===== src/rtl/frame_serializer_if.sv =====
// Byte-in / serial-out bundle for frame_serializer: producer handshake plus frame status.
// The DUT takes the slave view; the producer/observer takes the master view.
interface frame_serializer_if;
    logic [7:0] din_byte;
    logic       din_valid;
    logic       din_ready;
    logic       dout;
    logic       frame_active;
    logic       frame_done;
    logic [7:0] underrun_cnt;

    modport slave (
        input  din_byte,
        input  din_valid,
        output din_ready,
        output dout,
        output frame_active,
        output frame_done,
        output underrun_cnt
    );

    modport master (
        output din_byte,
        output din_valid,
        input  din_ready,
        input  dout,
        input  frame_active,
        input  frame_done,
        input  underrun_cnt
    );
endinterface


===== src/rtl/frame_serializer.sv =====
// Serialises payload bytes into framed 10-bit words: SYNC_LEN ones, WORDS_PER_FRAME data
// words {byte,2'b00} MSB first, then GAP_LEN zeros. A one-byte hold register buffers the producer.
//
// state | meaning
// ------+--------------------------------------------------------------
// IDLE  | DOUT=0, waiting for a held byte to start a frame
// SYNC  | DOUT=1 for SYNC_LEN cycles; first word loads on the last one
// DATA  | shifting words out MSB first, next word loads after bit 0
// GAP   | DOUT=0 for GAP_LEN cycles; FRAME_DONE pulses on the first
module frame_serializer #(
    parameter int unsigned WORDS_PER_FRAME = 90,
    parameter int unsigned SYNC_LEN        = 10,
    parameter int unsigned GAP_LEN         = 4
) (
    input  logic                  clk_30mhz_i,
    input  logic                  rst_i,
    frame_serializer_if.slave     bus
);

    localparam int unsigned PH_MAX_SG = (SYNC_LEN > GAP_LEN) ? SYNC_LEN : GAP_LEN;
    localparam int unsigned PH_MAX    = (PH_MAX_SG > 10) ? PH_MAX_SG : 10;
    localparam int unsigned PH_W      = $clog2(PH_MAX + 1);
    localparam int unsigned WD_W      = $clog2(WORDS_PER_FRAME + 1);

    localparam logic [PH_W-1:0] SYNC_LAST = PH_W'(SYNC_LEN - 1);
    localparam logic [PH_W-1:0] BIT_LAST  = PH_W'(9);
    localparam logic [PH_W-1:0] GAP_LAST  = PH_W'(GAP_LEN - 1);
    localparam logic [WD_W-1:0] WORD_LAST = WD_W'(WORDS_PER_FRAME - 1);

    typedef enum logic [1:0] {
        ST_IDLE,
        ST_SYNC,
        ST_DATA,
        ST_GAP
    } state_t;

    state_t          state_q, state_d;
    logic [PH_W-1:0] phase_q, phase_d;
    logic [WD_W-1:0] word_q,  word_d;
    // Bit 9 of each word goes straight to dout_q at load, so only the remaining 9 bits are kept.
    logic [8:0]      shift_q, shift_d;
    logic            dout_q,  dout_d;
    logic            done_q,  done_d;
    logic [7:0]      under_q, under_d;
    logic [7:0]      hold_q,  hold_d;
    logic            hold_full_q, hold_full_d;
    logic            ready_q, ready_d;

    logic            xfer;
    logic            load;
    logic            start_frame;
    logic [9:0]      word_next;

    assign xfer = bus.din_valid & ready_q;

    always_ff @(posedge clk_30mhz_i or posedge rst_i) begin
        if (rst_i) begin
            state_q     <= ST_IDLE;
            phase_q     <= '0;
            word_q      <= '0;
            shift_q     <= '0;
            dout_q      <= 1'b0;
            done_q      <= 1'b0;
            under_q     <= 8'd0;
            hold_q      <= 8'd0;
            hold_full_q <= 1'b0;
            ready_q     <= 1'b0;
        end else begin
            state_q     <= state_d;
            phase_q     <= phase_d;
            word_q      <= word_d;
            shift_q     <= shift_d;
            dout_q      <= dout_d;
            done_q      <= done_d;
            under_q     <= under_d;
            hold_q      <= hold_d;
            hold_full_q <= hold_full_d;
            ready_q     <= ready_d;
        end
    end

    always_comb begin
        state_d     = state_q;
        phase_d     = phase_q;
        word_d      = word_q;
        shift_d     = shift_q;
        dout_d      = 1'b0;
        done_d      = 1'b0;
        under_d     = under_q;
        hold_d      = hold_q;
        hold_full_d = hold_full_q;
        start_frame = 1'b0;
        load        = 1'b0;
        word_next   = 10'd0;

        case (state_q)
            ST_IDLE: begin
                start_frame = hold_full_q;
            end
            ST_SYNC: begin
                dout_d = 1'b1;
                if (phase_q == SYNC_LAST) begin
                    load    = 1'b1;
                    state_d = ST_DATA;
                    phase_d = '0;
                end else begin
                    phase_d = phase_q + PH_W'(1);
                end
            end
            ST_DATA: begin
                if (phase_q == BIT_LAST) begin
                    phase_d = '0;
                    if (word_q == WORD_LAST) begin
                        state_d = ST_GAP;
                        done_d  = 1'b1;
                    end else begin
                        load   = 1'b1;
                        word_d = word_q + WD_W'(1);
                    end
                end else begin
                    phase_d = phase_q + PH_W'(1);
                    shift_d = {shift_q[7:0], 1'b0};
                    dout_d  = shift_q[8];
                end
            end
            ST_GAP: begin
                if (phase_q == GAP_LAST) begin
                    state_d = ST_IDLE;
                    phase_d = '0;
                    // Leaving the gap with a byte waiting starts the next frame with no idle bit.
                    start_frame = hold_full_q;
                end else begin
                    phase_d = phase_q + PH_W'(1);
                end
            end
            default: begin
                state_d = ST_IDLE;
            end
        endcase

        if (start_frame) begin
            state_d = ST_SYNC;
            phase_d = '0;
            word_d  = '0;
            dout_d  = 1'b1;
            under_d = 8'd0;
        end

        if (load) begin
            if (hold_full_q) begin
                word_next   = {hold_q, 2'b00};
                hold_full_d = 1'b0;
            end else begin
                word_next = 10'd0;
                if (under_q != 8'hFF) begin
                    under_d = under_q + 8'd1;
                end
            end
            shift_d = word_next[8:0];
            dout_d  = word_next[9];
        end

        if (xfer) begin
            hold_full_d = 1'b1;
            hold_d      = bus.din_byte;
        end
    end

    assign ready_d = ~hold_full_d;

    assign bus.din_ready    = ready_q;
    assign bus.dout         = dout_q;
    assign bus.frame_active = (state_q == ST_SYNC) || (state_q == ST_DATA);
    assign bus.frame_done   = done_q;
    assign bus.underrun_cnt = under_q;

endmodule


===== src/flat_wrapper.sv =====
// flat-port wrapper written by rule: the top's interface ports become plain ports
module frame_serializer_flat 
#(
    parameter int unsigned WORDS_PER_FRAME = 90,
    parameter int unsigned SYNC_LEN        = 10,
    parameter int unsigned GAP_LEN         = 4
)
  (clk_30mhz_i, rst_i, bus_din_byte, bus_din_valid, bus_din_ready, bus_dout, bus_frame_active, bus_frame_done, bus_underrun_cnt);
  frame_serializer_if bus_i ();
  input  logic clk_30mhz_i;
  input  logic rst_i;
  input wire logic [$bits(bus_i.din_byte)-1:0] bus_din_byte;
  input wire logic [$bits(bus_i.din_valid)-1:0] bus_din_valid;
  output wire logic [$bits(bus_i.din_ready)-1:0] bus_din_ready;
  output wire logic [$bits(bus_i.dout)-1:0] bus_dout;
  output wire logic [$bits(bus_i.frame_active)-1:0] bus_frame_active;
  output wire logic [$bits(bus_i.frame_done)-1:0] bus_frame_done;
  output wire logic [$bits(bus_i.underrun_cnt)-1:0] bus_underrun_cnt;
  assign bus_i.din_byte = bus_din_byte;
  assign bus_i.din_valid = bus_din_valid;
  assign bus_din_ready = bus_i.din_ready;
  assign bus_dout = bus_i.dout;
  assign bus_frame_active = bus_i.frame_active;
  assign bus_frame_done = bus_i.frame_done;
  assign bus_underrun_cnt = bus_i.underrun_cnt;
  frame_serializer #(.WORDS_PER_FRAME(WORDS_PER_FRAME), .SYNC_LEN(SYNC_LEN), .GAP_LEN(GAP_LEN)) u_core (.clk_30mhz_i(clk_30mhz_i), .rst_i(rst_i), .bus(bus_i));
endmodule

===== config.mk =====
export PLATFORM = sky130hd
export DESIGN_NAME = frame_serializer_flat
export DESIGN_NICKNAME = d
export VERILOG_FILES = /design/src/rtl/frame_serializer_if.sv /design/src/rtl/frame_serializer.sv /design/src/flat_wrapper.sv
export SDC_FILE = /design/constraint.sdc
export NUM_CORES = 1
export LEC_CHECK = 0
export ABC_AREA = 1
export ABC_CLOCK_PERIOD_IN_PS = 2600
export CAP_MARGIN = 20
export CELL_PAD_IN_SITES_DETAIL_PLACEMENT = 0
export CELL_PAD_IN_SITES_GLOBAL_PLACEMENT = 1
export CORE_MARGIN = 2
export CORE_UTILIZATION = 42
export CTS_CLUSTER_SIZE = 40
export DETAILED_ROUTE_END_ITERATION = 12
export MAX_ROUTING_LAYER = met4
export PLACE_DENSITY_LB_ADDON = 0.12
export SKIP_CTS_REPAIR_TIMING = 1
export SYNTH_ARGS = -nofsm -noshare
export SYNTH_HDL_FRONTEND = slang
export SYNTH_SLANG_ARGS = --single-unit

===== constraint.sdc =====
create_clock -name clk_30mhz_i -period 2.6 [get_ports clk_30mhz_i]
set_clock_uncertainty 0.2 [all_clocks]
set_input_delay 0.52 -clock clk_30mhz_i [delete_from_list [all_inputs] [get_ports clk_30mhz_i]]
set_output_delay 0.52 -clock clk_30mhz_i [all_outputs]
set_load 0.005 [all_outputs]

Yosys cells after proc, flatten, opt, wreduce, memory -nomap -nowiden:

Cells that the tools add are included.
W data, S select, Z words.

* register bits after elaboration: 42
* input port bits: 11

* bitwise logic cells: 2
* add/sub/neg operators: 3
* muxes and demuxes: 37
* eq/ne operators: 13
* reduce and logical (&&, ||, !) cells: 11

Operators by type and width (number)
* $mux W8: 4
* $mux W7: 4
* $mux W9: 3
* $mux W1: 12
* $mux W4: 3
* $ne A3 B1 Y1 const B: 4
* $mux W10: 1
* $mux W2: 5
* $add A8 B1 Y8 const B: 1
* $ne A8 B8 Y1 const B: 1
* $pmux W4 S2: 1
* $add A7 B1 Y7 const B: 1
* $eq A7 B7 Y1 const B: 1
* $pmux W1 S2: 3
* $pmux W2 S3: 1
* $reduce_bool A2 Y1: 3
* $reduce_and A5 Y1: 1
* $add A4 B1 Y4 const B: 1
* $eq A2 B2 Y1 const B: 2
* $eq A4 B2 Y1 const B: 1
* $eq A4 B4 Y1 const B: 1
* $ne A2 B1 Y1 const B: 2
* $reduce_bool A4 Y1: 1
* $reduce_and A3 Y1: 1
* 8 further kinds: 8

Logic depth before layout (Yosys ltp):

Gate-level depths: netlist (run 1).

* depth after elaboration: 7
* mapped depth: 12

Least setup slack after synthesis (run 1):

Ideal clock, no wire load.

* path kind: register -> register
* start: register u_core.state_q[0]
* end: register u_core.under_q[6], in the netlist u_core.bus.underrun_cnt[6]
* data arrival time: 1.529 ns
* clock period less this slack: 1.846 ns
* setup time: 0.117 ns
* slack: 0.754 ns
* path buffers: 1
* stages on the path, launching flop included: 12
* cells stage by stage: dfrtp_1 -> inv_1 -> ha_1 -> inv_2 -> nand2_1 -> inv_1 -> nand2_2 -> buf_4 -> nand2_1 -> nand3_1 -> nand3_1 -> nand2_1

* longest elaborated chain between the ends: 6
* elaborated cells between the ends (all ways): 10
* those cells by class: eq/ne: 3; mux: 6; reduce/logical: 1

Ends and longest elaborated chain
* start, declared: line frame_serializer.sv:37 `state_t state_q, state_d;`
* start signal, assigned: line frame_serializer.sv:69 `state_q <= state_d;`
* $eq A2 B2 Y1 or $logic_not A2 Y1 (tied branches): line frame_serializer.sv:96 `case (state_q)`
* $pmux W1 S2: line frame_serializer.sv:96
* $mux W8: line frame_serializer.sv:141 `if (start_frame) begin`
* $mux W8: line frame_serializer.sv:155 `if (under_q != 8'hFF) begin`
* $mux W8: line frame_serializer.sv:150 `if (hold_full_q) begin`
* $mux W8 *: line frame_serializer.sv:149 `if (load) begin`
* named net u_core.under_d[6]: line frame_serializer.sv:44 `logic [7:0] under_q, under_d;`
* end signal, assigned: line frame_serializer.sv:75 `under_q <= under_d;`
* end, declared: line frame_serializer.sv:44

The timed path passes the listed nets; every way through them passes the cells marked *.
A chain may end at the register's enable or synchronous reset.

Worst setup path in the final report (run 1):

* start: register u_core.state_q[1]
* end: output bus_frame_active

* longest elaborated chain between the ends: 2
* elaborated cells between the ends (all ways): 3
* those cells by class: eq/ne: 2; reduce/logical: 1

Ends and longest elaborated chain
* $eq A2 B1 Y1 or $eq A2 B2 Y1 (tied branches): line frame_serializer.sv:173 `assign bus.frame_active = (state_q == ST_SYNC) || (state_q == ST_DATA);`
* $logic_or A1 B1 Y1 *: line frame_serializer.sv:173
* end, declared: line flat_wrapper.sv:16 `output wire logic [$bits(bus_i.frame_active)-1:0] bus_frame_active;`

Every way passes the cells marked *; elsewhere a longest branch is shown, timed or not.

==> results of run 1 <==
## cell families after synthesis
family                     share of synthesized area
AOI/OAI and AO/OA                             0.0495
DFF                                            0.435
buffers and inverters                         0.0773
xor gates and xnor gates                      0.0305
adders and majority gates                     0.0544
and+or+nand+nor                                0.353
## routing by layer
metal	vias to the layer above	global-route usage	wire [microns]
li1	975	-	-
met1	810	0.214	2210
met2	31	0.264	2000
met3	2	0.0395	154
met4	0	0.0333	19
met5	-	-	0
## where the power goes
group | switching, W | internal (W) | total, W
Combinational | 0.000636 | 0.000387 | 0.00102
Sequential | 0.000140 | 0.000802 | 0.000943
Clock | 0.000199 | 0.000173 | 0.000372
## metrics by stage
step	setup slack, ns	instance area [sq um]	power [W]	utilization
global route	0.117	2670	0.00257	0.513
global placement	0.543	2600	0.00198	0.500
detailed placement	0.513	2600	0.00199	0.500
finish	0.205	2670	0.00234	0.513
CTS	0.195	2670	0.00237	0.513
floorplan	0.754	2300	0.00172	-
## layout make-up
class	count	area (sq um)
inverter	44	165
multi-input combinational	212	1120
tap	70	87.6
sequential	40	1000
timing repair buffer	23	228
fill	524	2530
clock buffer	5	68.8
## worst max-delay path, delay by kind of cell (launching register included)
family     cells  cell delay (ns)
buf+inv        2             0.61
flops          1             0.42
fa+ha+maj      1             0.35
## cell usage after synthesis
library cell and instances:
nand2_1 98, dfrtp_1 40, inv_1 36, nor2_1 29, nand3_1 16, ha_1 10
nand4_1 8, inv_2 7, xor2_1 7, a21oi_1 6, o21ai_0 5, nand2_2 4
nor2_2 4, or2_2 4, nand2_4 3, o21ai_1 3, o21bai_1 3, nand3_4 2
a21boi_1 1, and2_1 1, buf_2 1, buf_4 1, clkinv_1 1, nand3_2 1
nor2_4 1, nor2_8 1, nor3_1 1, nor3b_1 1, o211ai_1 1, o22ai_1 1
xnor2_1 1
## flip-flops by register name, indices dropped and copies added (netlist names)
signal and flops:
u_core.state_q 2, u_core.phase_q 4, u_core.hold_q 8, u_core.bus.frame_done 1, u_core.bus.dout 1, u_core.bus.din_ready 1, u_core.shift_q 7, u_core.bus.underrun_cnt 8
u_core.hold_full_q 1, u_core.word_q 7
## worst max-delay path by stage
stage	from	end	slack [ns]	depth (start not counted)
after detailed placement	u_core.state_q[0]$_DFFE_PP0P_	bus_frame_active	0.51	3
after global placement	bus_din_valid	u_core.hold_full_q$_DFF_PP0_	0.54	5
after global routing	u_core.state_q[1]$_DFFE_PP0P_	bus_frame_active	0.12	3
after CTS	u_core.state_q[0]$_DFFE_PP0P_	bus_frame_active	0.20	3
final	u_core.state_q[1]$_DFFE_PP0P_	bus_frame_active	0.21	3
after floorplan	u_core.state_q[0]$_DFFE_PP0P_	u_core.bus.underrun_cnt[6]$_DFF_PP0_	0.75	11
==> key figures, run 1 <==
Timing
  – Min cycle time layout: around 2.4 ns
  – Setup TNS: 0 ns
  – RSZ-0062 raised after global routing: no
  – Slew Limit Headroom: 0.664
  – Slew @ Worst Pin: 0.504 ns
  – Final setup violation count: 0
  – WHS: 0.279 ns
  – F_max: 418 MHz
  – Final hold violation count: 0
  – Pins Over Slew Limit: 0
  – Final Cycle Share: 0.921

GRT
  – Initial antenna violation count: 0
  – GR Overflow Total: 0
  – Vias in the first global route: between 1500 and 2000
  – First-pass GRT wire length: between 7 and 8 mm
  – Largest net degree at the start of global routing: 41
  – GRT Resource Usage Total: 0.164

Worst setup path
  – FF-to-FF setup slack: approximately 0.57 ns
  – Req. time, crit path: 1.88 ns
  – Crit-path max FO: 5
  – CP arrival: 1.67 ns
  – Max stage delay on crit path: 0.52 ns
  – CP Cell Sequence: inv_1, ha_1, clkdlybuf4s50_1
  – Path type of the worst setup path: register to output port
  – Worst setup EP type: output port
  – Crit-path slowest cell: clkdlybuf4s50_1
  – R2R Path End: u_core.bus.underrun_cnt[3]$_DFF_PP0_
  – Worst r2r path cells: 10
  – CP Launch Type: register
  – Worst reg2reg path startpoint: u_core.state_q[0]$_DFFE_PP0P_

Synthesis
  – Post-Syn Area per Cell: 7.71 sq um
  – Synthesized area: 0.00230 sq mm
  – Synth area leaders: dfrtp_1 (44%), nand2_1 (16%), inv_1 (5.9%)
  – Synth Instances: 298
  – Warnings from Yosys: 0
  – Post-Syn Nets: 319
  – Leading area contributor after synthesis: dfrtp_1
  – Top-area cell type share of the netlist area: 0.435
  – Seq/Total Area, Yosys: 0.435
  – #FFs+latches synth: 40
  – Yosys cell types: 31

Power
  – Leakage: 1.41 nW
  – Worst vdd rail ir drop: about 0.56 mV
  – Power Dens Cells: 876 mW/mm^2

Floorplanning
  – Initial Utilization: 0.442
  – I/O pin count: 23
  – Core Area: 0.00520 sq mm
  – Cell Rows: 26
  – DIE AREA: 0.00608 sq mm
  – Die width: 78.0 microns
  – Die Y: between 70 and 80 microns

Worst hold path
  – Worst Hold Path EP: u_core.shift_q[3]$_DFFE_PP0P_
  – Hold path depth: 2
  – HP Start: u_core.shift_q[3]$_DFFE_PP0P_
  – Hold Path Class: register to register

Finish
  – Most common cell after layout, fill and taps aside: nand2_1
  – Most frequent cells in the layout: nand2_1 (98), dfrtp_1 (40), inv_1 (36)
  – Synthesis-to-layout area growth: 16.2%
  – Final cell count without fillers: 394
  – Share of cells above drive strength 1: 0.102
  – # nets final: 347
  – Antenna diodes: 0

Detailed routing
  – DRC Markers: 0
  – Vias after detailed routing: approximately 1800
  – Initial DRT Pass Iterations: 4
  – WL final: 4.39 mm
  – Routed length per placed instance: 11.1 microns
  – Routed Antenna Nets: 0
  – Average vias per placed instance: 4.61
  – First DRT Iteration DRCs: 61

Job
  – Max-cap violations: 0

CTS
  – CTS buffer count: 5
  – Clock sink total: 40
  – Worst-path clk slew: 0.08 ns
  – CTS root buffer: clkbuf_8
  – Maximum root-to-sink buffer count: 2
  – CTS tree: built
  – H-tree lvl count: 2
  – Worst skew pair latency: 0.29 ns

Placement
  – Routability congestion estimate from global placement: roughly 0.76
  – Number of port buffers: 22
  – Post-DP HPWL: 3.24 mm
  – Placed Cells: 389

Outcome
  – Status: finished, final reports clean
No activity file was read; power rests on OpenSTA's default activity.
==> run 2: changes to the inputs <==
--- a/config.mk
+++ b/config.mk
@@ -11,7 +11,7 @@
 export CELL_PAD_IN_SITES_DETAIL_PLACEMENT = 0
 export CELL_PAD_IN_SITES_GLOBAL_PLACEMENT = 1
 export CORE_MARGIN = 2
-export CORE_UTILIZATION = 42
+export CORE_UTILIZATION = 40
 export CTS_CLUSTER_SIZE = 40
 export DETAILED_ROUTE_END_ITERATION = 12
 export MAX_ROUTING_LAYER = met4
==> run 2 against run 1 <==
  * Power barely moved
  * Via count rose by 2.0%
  * Critical endpoint unchanged
  * Combinational power barely moved
==> key figures, run 2 (same netlist as run 1, synthesis figures left out) <==
Worst setup path
  – Top cell family by delay on the critical path: buffers and inverters
  – Max stage delay on crit path: approximately 0.52 ns
  – FF-to-FF setup slack: between 0.5 and 0.6 ns
  – R2R Path End: u_core.word_q[1]$_DFFE_PP0P_
  – Worst setup EP type: output port
  – Buffer and inverter count on the worst path: 2
  – Req. time, crit path: roughly 1.9 ns
  – CP Launch Type: register
  – CP Cell Sequence: inv_1, ha_1, clkdlybuf4s50_1
  – Crit-path slowest cell: clkdlybuf4s50_1
  – Worst r2r path cells: 10
  – Crit-path max FO: 5
  – CP arrival: between 1.5 and 2 ns
  – Worst reg2reg path startpoint: u_core.state_q[0]$_DFFE_PP0P_
  – Path type of the worst setup path: register to output port

Timing
  – F_max: roughly 420 MHz
  – Min cycle time layout: 2.38 ns
  – Setup TNS: 0 ns
  – Slew Limit Headroom: 0.655
  – Setup ws final: 0.225 ns
  – Final setup violation count: 0
  – Final hold violation count: 0
  – RSZ-0062 raised after global routing: no
  – Slew @ Worst Pin: 0.517 ns
  – WHS: 0.283 ns
  – Pins Over Slew Limit: 0
  – Final Cycle Share: 0.914

Finish
  – Final cell count without fillers: 396
  – Most frequent cells in the layout: nand2_1 (98), dfrtp_1 (40), inv_1 (36)
  – Share of cells above drive strength 1: 0.102
  – Most common cell after layout, fill and taps aside: nand2_1
  – Synthesis-to-layout area growth: 16.3%
  – Filler instances: 579
  – Antenna diodes: 0
  – # nets final: 347
  – Multi-input gate area: between 0.001 and 0.0015 sq mm
  – Register Area: between 0.001 and 0.0015 sq mm

Power
  – Leakage: about 1.4 nW
  – Power Dens Cells: 874 mW/mm^2
  – Worst vdd rail ir drop: around 0.54 mV

Detailed routing
  – First DRT Iteration DRCs: 87
  – Vias after detailed routing: 1854
  – DRC Markers: 0
  – Initial DRT Pass Iterations: 5
  – Routed Antenna Nets: 0
  – WL final: about 4.6 mm
  – Routed length per placed instance: between 10 and 15 microns
  – Average vias per placed instance: 4.68

CTS
  – Worst-path clk slew: 0.07 ns
  – CTS root buffer: clkbuf_8
  – Clock sink total: 40
  – Maximum root-to-sink buffer count: 2
  – H-tree lvl count: 2
  – CTS tree: built
  – Worst skew pair latency: 0.29 ns
  – CTS buffer count: 5

Floorplanning
  – DIE AREA: 0.00637 sq mm
  – Initial Utilization: 0.415
  – I/O pin count: 23
  – Core Area: 0.00554 sq mm
  – Die Y: 79.8 microns
  – Die width: 79.8 microns
  – Cell Rows: 27

Worst hold path
  – Hold path depth: 2
  – Worst Hold Path EP: u_core.shift_q[3]$_DFFE_PP0P_
  – HP Start: u_core.shift_q[3]$_DFFE_PP0P_
  – Hold Path Class: register to register

Placement
  – Post-Place Worst Slack: roughly 0.50 ns
  – Placed Cells: 391
  – Routability congestion estimate from global placement: about 0.74
  – Post-DP HPWL: between 3 and 4 mm
  – Number of port buffers: 22

GRT
  – First-pass GRT wire length: 8.21 mm
  – Initial antenna violation count: 0
  – Vias in the first global route: 1756
  – GR Overflow Total: 0
  – Largest net degree at the start of global routing: 41
  – GRT Resource Usage Total: 0.170

Job
  – Max-cap violations: 0

Outcome
  – Status: finished, final reports clean
run 2: cell counts in the layout (fill, tap and decap cells not counted):
Identical to the previous run, type by type.
run 2: power by group:
group	internal [W]	switching, W
Clock	0.000173	0.000203
Sequential	0.000802	0.000143
Combinational	0.000386	0.000630
Total	0.00136	0.000976
run 2: through the flow:
| step | power [W] | utilization | cell area (sq um) |
|---|---|---|---|
| 6_report | 0.00234 | 0.482 | 2670 |
| 5_1_grt | 0.00258 | 0.482 | 2670 |
| 4_1_cts | 0.00238 | 0.482 | 2670 |
| 3_5_place_dp | 0.00199 | 0.470 | 2600 |
| 3_3_place_gp | 0.00198 | 0.470 | 2600 |
| 2_1_floorplan | 0.00172 | - | 2300 |
run 2: layout make-up:
class                   instances  area share
multi-input cells             212       0.419
inverters                      44      0.0618
repair buffers                 23      0.0852
clock buffers                   5      0.0257
well taps                      72      0.0337
flip-flops and latches         40       0.375
run 2: worst max-delay path by stage:
stage,slack (ns),end,cells past startpoint,startpoint
2_1_floorplan,0.75,u_core.bus.underrun_cnt[6]$_DFF_PP0_,11,u_core.state_q[0]$_DFFE_PP0P_
3_3_place_gp,0.52,u_core.hold_full_q$_DFF_PP0_,5,bus_din_valid
3_5_place_dp,0.50,bus_frame_active,3,u_core.state_q[0]$_DFFE_PP0P_
4_1_cts,0.19,bus_frame_active,3,u_core.state_q[0]$_DFFE_PP0P_
5_1_grt,0.11,bus_frame_active,3,u_core.state_q[1]$_DFFE_PP0P_
6_report,0.22,bus_frame_active,3,u_core.state_q[0]$_DFFE_PP0P_
run 2: tightest hold or removal path: stages (launching register included):
cell and delay, ns:
dfrtp_1 0.34, nand2_1 0.06, nand2_1 0.05
run 2: layer usage:
metal / global-route usage / vias up / share of wire
li1: - / 973 / -
met1: 0.216 / 844 / 0.50
met2: 0.271 / 31 / 0.46
met3: 0.0373 / 6 / 0.032
met4: 0.0559 / 0 / 0.012
met5: - / - / 0
